===== src/rtl/minimips_instr_encoder.sv =====
// ============================================================================
// Module   : minimips_instr_encoder
// Brief    : Streaming MiniMIPS encoder; symbolic instructions in, 32-bit
//            words tagged with a sequential word address out.
//            Optional NOP padding after BEQ/J: MINIMIPS_ENC_NOP_PAD_EN.
// Revision : 1.0 - initial release
// ============================================================================
`default_nettype none

module minimips_instr_encoder #(
    parameter int unsigned ADDR_W    = 8,
    parameter int unsigned BASE_ADDR = 0,
    parameter int unsigned CNT_W     = 8
) (
    input  logic              clk,
    input  logic              rst_n,
    input  logic              clear,
    input  logic              in_valid,
    output logic              in_ready,
    input  logic [3:0]        in_op,
    input  logic [4:0]        in_rs,
    input  logic [4:0]        in_rt,
    input  logic [4:0]        in_rd,
    input  logic [25:0]       in_imm,
    output logic              out_valid,
    input  logic              out_ready,
    output logic [31:0]       out_instr,
    output logic [ADDR_W-1:0] out_addr,
    output logic              err_illegal,
    output logic [CNT_W-1:0]  illegal_count
);

    localparam logic [ADDR_W-1:0] c_base_addr = BASE_ADDR[ADDR_W-1:0];
    localparam logic [CNT_W-1:0]  c_cnt_max   = {CNT_W{1'b1}};

    localparam logic [3:0] c_op_add = 4'd0;
    localparam logic [3:0] c_op_sub = 4'd1;
    localparam logic [3:0] c_op_and = 4'd2;
    localparam logic [3:0] c_op_or  = 4'd3;
    localparam logic [3:0] c_op_slt = 4'd4;
    localparam logic [3:0] c_op_lw  = 4'd5;
    localparam logic [3:0] c_op_sw  = 4'd6;
    localparam logic [3:0] c_op_beq = 4'd7;
    localparam logic [3:0] c_op_j   = 4'd8;

    localparam logic [5:0] c_opc_rtype = 6'b000000;
    localparam logic [5:0] c_opc_lw    = 6'b100011;
    localparam logic [5:0] c_opc_sw    = 6'b101011;
    localparam logic [5:0] c_opc_beq   = 6'b000100;
    localparam logic [5:0] c_opc_j     = 6'b000010;

    localparam logic [5:0] c_fn_add = 6'b100000;
    localparam logic [5:0] c_fn_sub = 6'b100010;
    localparam logic [5:0] c_fn_and = 6'b100100;
    localparam logic [5:0] c_fn_or  = 6'b100101;
    localparam logic [5:0] c_fn_slt = 6'b101010;

    typedef enum logic [0:0] {
        ST_EMIT = 1'b0,
        ST_PAD  = 1'b1
    } state_t;

    state_t             r_state;
    logic               r_out_valid;
    logic [31:0]        r_out_instr;
    logic [ADDR_W-1:0]  r_out_addr;
    logic               r_err_illegal;
    logic [CNT_W-1:0]   r_illegal_count;
    logic               r_pad_pending;

    logic               w_imm_ok;
    logic               w_legal;
    logic [31:0]        w_word;
    logic               w_pad_arm;
    logic               w_in_fire;
    logic               w_out_fire;

    // Branch and jump words arm the NOP slot only when padding is built in.
`ifdef MINIMIPS_ENC_NOP_PAD_EN
    assign w_pad_arm = (in_op == c_op_beq) || (in_op == c_op_j);
`else
    assign w_pad_arm = 1'b0;
`endif

    // A word that will be followed by a NOP cannot share its handshake cycle
    // with a new input, otherwise the NOP slot would be overwritten.
    assign in_ready   = !clear && (r_state == ST_EMIT)
                        && (!r_out_valid || out_ready)
                        && !(r_out_valid && r_pad_pending);
    assign w_in_fire  = in_valid && in_ready;
    assign w_out_fire = r_out_valid && out_ready;

    assign out_valid     = r_out_valid;
    assign out_instr     = r_out_instr;
    assign out_addr      = r_out_addr;
    assign err_illegal   = r_err_illegal;
    assign illegal_count = r_illegal_count;

    // 16-bit offsets must be a faithful sign extension of the 26-bit field.
    assign w_imm_ok = (in_imm[25:15] == '0) || (in_imm[25:15] == '1);

    always_comb begin
        w_word  = '0;
        w_legal = 1'b1;
        case (in_op)
            c_op_add: w_word = {c_opc_rtype, in_rs, in_rt, in_rd, 5'b0, c_fn_add};
            c_op_sub: w_word = {c_opc_rtype, in_rs, in_rt, in_rd, 5'b0, c_fn_sub};
            c_op_and: w_word = {c_opc_rtype, in_rs, in_rt, in_rd, 5'b0, c_fn_and};
            c_op_or:  w_word = {c_opc_rtype, in_rs, in_rt, in_rd, 5'b0, c_fn_or};
            c_op_slt: w_word = {c_opc_rtype, in_rs, in_rt, in_rd, 5'b0, c_fn_slt};
            c_op_lw: begin
                w_word  = {c_opc_lw, in_rs, in_rt, in_imm[15:0]};
                w_legal = w_imm_ok;
            end
            c_op_sw: begin
                w_word  = {c_opc_sw, in_rs, in_rt, in_imm[15:0]};
                w_legal = w_imm_ok;
            end
            c_op_beq: begin
                w_word  = {c_opc_beq, in_rs, in_rt, in_imm[15:0]};
                w_legal = w_imm_ok;
            end
            c_op_j:   w_word = {c_opc_j, in_imm};
            default:  w_legal = 1'b0;
        endcase
    end

    always_ff @(posedge clk or negedge rst_n) begin
        if (!rst_n) begin
            r_state         <= ST_EMIT;
            r_out_valid     <= 1'b0;
            r_out_instr     <= '0;
            r_out_addr      <= c_base_addr;
            r_err_illegal   <= 1'b0;
            r_illegal_count <= '0;
            r_pad_pending   <= 1'b0;
        end else if (clear) begin
            r_state         <= ST_EMIT;
            r_out_valid     <= 1'b0;
            r_out_addr      <= c_base_addr;
            r_err_illegal   <= 1'b0;
            r_illegal_count <= '0;
            r_pad_pending   <= 1'b0;
        end else begin
            r_err_illegal <= w_in_fire && !w_legal;
            if (w_in_fire && !w_legal && (r_illegal_count != c_cnt_max)) begin
                r_illegal_count <= r_illegal_count + 1'b1;
            end
            // The address always names the word currently (or next) on the output.
            if (w_out_fire) begin
                r_out_addr <= r_out_addr + 1'b1;
            end
            case (r_state)
                ST_EMIT: begin
                    if (w_in_fire && w_legal) begin
                        r_out_valid   <= 1'b1;
                        r_out_instr   <= w_word;
                        r_pad_pending <= w_pad_arm;
                    end else if (w_out_fire) begin
                        if (r_pad_pending) begin
                            r_out_valid   <= 1'b1;
                            r_out_instr   <= '0;
                            r_pad_pending <= 1'b0;
                            r_state       <= ST_PAD;
                        end else begin
                            r_out_valid   <= 1'b0;
                        end
                    end
                end
                ST_PAD: begin
                    if (w_out_fire) begin
                        r_out_valid <= 1'b0;
                        r_state     <= ST_EMIT;
                    end
                end
                default: r_state <= ST_EMIT;
            endcase
        end
    end

endmodule

`default_nettype wire

===== config.mk =====
export PLATFORM = sky130hd
export DESIGN_NAME = minimips_instr_encoder
export DESIGN_NICKNAME = d
export VERILOG_FILES = /design/src/rtl/minimips_instr_encoder.sv
export SDC_FILE = /design/constraint.sdc
export NUM_CORES = 1
export LEC_CHECK = 0
export CORE_ASPECT_RATIO = 0.75
export CORE_MARGIN = 2
export CORE_UTILIZATION = 25
export DETAILED_ROUTE_END_ITERATION = 10
export HOLD_SLACK_MARGIN = 0.1
export SKIP_LAST_GASP = 1
export SYNTH_ARGS = -nofsm -noshare
export SYNTH_HDL_FRONTEND = slang
export SYNTH_SLANG_ARGS = --single-unit

===== constraint.sdc =====
create_clock -name clk -period 2.6 [get_ports clk]
set_input_delay 0.52 -clock clk [delete_from_list [all_inputs] [get_ports clk]]
set_output_delay 0.52 -clock clk [all_outputs]
set_load 0.005 [all_outputs]

==> run_results.csv <==
group,metric,value,unit
grt,grt_use_total,12.8,%
timing,fin_skew,0.00280,ns
yosys,synth-async-reset-ratio,100,%
grt,global_route.overflow_total,0,
timing,drv_slew,0,
cts,post_cts_resized,0,
timing,rsz0062_at_grt,"yes",
yosys,syn_inst,264,
cts,cts_hold_buf,0,
critical_path,cp-end-kind,"flop",
cts,cts_sinks,49,
power,power.density,543,mW/mm^2
timing,setup_slack,0.107,ns
critical_path,critPathLaunchType,"input port",
critical_path,reg2reg_depth,5,
floorplan,start_util,25.9,%
cts,cts_root_buffer,"clkbuf_16",
timing,layout_min_cycle_time,2.49,ns
critical_path,cp.arrival,2.66,ns
cts,cts-buffers-inserted,5,
floorplan,chipWidth,124,um
power,combPwrFrac,24.8,%
critical_path,setup.worst_path.class,"in2reg",
critical_path,rrSetupSlack,0.57,ns
power,swShare,24.2,%
timing,min_period_over_period,95.9,%
critical_path,crit_fanout,31,
yosys,ys_seq_area_share,45.6,%
timing,finalHoldViolCount,0,
final_layout,nets,429,
floorplan,die_area,0.0116,mm^2
critical_path,timing.rr.end,"out_instr[0]",
grt,grt_max_degree,34,
yosys,ys_ff_latch,49,
yosys,yosysTopAreaCell,"dfrtp_1",
placement,dpl.hpwl,5.61,mm
critical_path,required,2.77,ns
grt,grt_pass1_vias,2335,
placement,port_buffers,99,
timing,slew_headroom,50.0,%
power,internal_power,1.68,mW
timing,hold-worst-slack,0.302,ns
yosys,synth_most_common_cell,"dfrtp_1",
timing,setup_viol,0,
placement,dp_cells,506,
power,p_leak,1.73,nW
floorplan,core_area,0.0104,mm^2
floorplan,num_rows,32,
yosys,synth_flop_cell,"dfrtp_1",
power,power.total,2.22,mW
cts,h-tree-depth,2,
cts,tritoncts,"done",
yosys,ys_warn_count,0,
routing,drt-initial-drc-count,67,
placement,pre_cts_slack,-0.187,ns
yosys,yosysUniqueCellTypes,48,
routing,drc,0,
routing,ant_nets,0,
yosys,synth_edf_count,0,
routing,viasPerCell,4.45,
status,status,"finished, final reports clean",
yosys,synth_area,0.00269,mm^2
power,peakVddDrop,0.388,mV
flow_run,drv_cap,0,
final_layout,antenna_cells,0,
final_layout,area_growth,52.1,%
timing,worst_slew_pin_slew,0.750,ns
floorplan,dieHeight,93.8,um
cts,clk_pin_slew,0.07,ns
floorplan,pin_count,101,
final_layout,layout-drive-gt1-share,16.9,%
grt,grt_pass1_wl,11.7,mm
power,p_switching,539,uW
placement,gp_congestion,0.765,
yosys,syn_avg_cell_area,10.2,um^2
timing,fmaxAchievable,401,MHz
grt,antenna_found_initial,0,
yosys,synth_nets,316,
final_layout,fin_cells,514,
power,clockPowerShare,33.8,%
critical_path,reg2reg_from,"out_valid",
routing,route.vias.total,2288,
worst_hold_path,hp-class,"in2async",
timing,setup-tns-final,0,ns
cts,postCtsSetupBuffers,0,
yosys,synth_top_cell_area_share,45.6,%
power,p_seq_share,41.4,%
yosys,synthTopCellsByCount,"49 x dfrtp_1, 32 x nand2_1, 21 x inv_1, 21 x mux2_4, 18 x o21ai_0",
yosys,synth_area_leaders,"dfrtp_1 46%, mux2_4 12%, nand2_1 4.5%, mux2i_1 3.7%, o21ai_0 3.3%",
cts,clk_latency,0.28,ns
routing,wl,7.28,mm
routing,wl_per_cell,14.2,um
routing,first_pass_iters,4,
cts,cts_buffer_depth,2,
power groups by stage:
stage	Combinational, mW	Sequential (mW)	Clock (mW)
final	0.552	0.920	0.751
after CTS	0.561	0.920	0.768
after floorplan	0.209	0.927	0
after global routing	0.602	0.932	0.799
after detailed placement	0.561	0.931	0
after global placement	0.551	0.934	0
worst max-delay path: stages:
cell and delay [ns]:
clkdlybuf4s50_1 0.45, nor4_1 0.40, nand2_1 0.13, nor2_1 0.20
o21a_4 0.54, mux2_2 0.40
layout by cell type, fill, tap and decap left out, types with 3 or more instances in the layout:
master | Yosys | final
clkdlybuf4s50_1 | 0 | 98
dfrtp_1 | 49 | 49
nand2_1 | 32 | 32
buf_4 | 3 | 23
inv_1 | 21 | 21
mux2_4 | 21 | 21
o21ai_0 | 18 | 18
nor2_1 | 16 | 16
mux2i_1 | 10 | 10
a21oi_1 | 9 | 9
nand4_1 | 7 | 7
a22o_1 | 5 | 5
clkbuf_16 | 0 | 5
nand3_1 | 4 | 4
or3_1 | 4 | 4
xor2_1 | 4 | 4
nor2b_1 | 3 | 3
nor3_1 | 3 | 3
or4_1 | 3 | 3
o311ai_0 | 3 | 3
mux2_2 | 3 | 3
cell type report:
type	instances	area, um^2
timing repair buffer	122	1160
fill	1029	6280
tap	136	170
inverter	21	78.8
multi-input combinational	178	1290
sequential	49	1230
clock inverter	3	46.3
clock buffer	5	125
how the worst max path moves through the flow:
stage                    start             to  slack [ns]  depth (start not counted)
finish              in_imm[20]   out_instr[0]        0.11                          6
global route        in_imm[20]   out_instr[0]       -0.06                          6
CTS                 in_imm[20]   out_instr[0]        0.11                          6
detailed placement  in_imm[20]   out_instr[0]       -0.19                          6
global placement    in_imm[20]   out_instr[0]       -0.14                          6
floorplan             in_op[1]  out_instr[11]        0.49                          7
kinds of logic (layout without fill, tap and decap cells):
| kind of cell | after synthesis | in the layout | share of synthesized area, % |
|---|---|---|---|
| AND/OR/NAND/NOR | 90 | 90 | 17.3 |
| flip-flops | 49 | 49 | 45.6 |
| AO/OA/AOI/OAI | 45 | 45 | 10.9 |
| buffers and inverters | 37 | 151 | 6.56 |
| multiplexers | 34 | 34 | 16.7 |
| XOR/XNOR | 6 | 6 | 1.95 |
| adder cells (fa/ha/maj) | 2 | 2 | 0.930 |
| other | 1 | 1 | 0.139 |
sequential cells by signal, summed over array words and instances (netlist names):
name	cells
err_illegal	1
out_addr	8
r_state	1
illegal_count	8
out_instr	30
out_valid	1
metal layers:
metal  GRT usage [%]  share of wire [%]
met2            18.8                 41
met4            1.80               0.96
met5               0                  0
met3            4.19                7.8
met1            18.5                 50
through the flow:
step                      utilization (%)  area (um^2)
final                                39.5         4090
after global routing                 39.5         4090
after CTS                            39.5         4090
after detailed placement             37.8         3920
after global placement               37.8         3920
after floorplan                         -         2690
No activity file was read; power rests on OpenSTA's default activity.
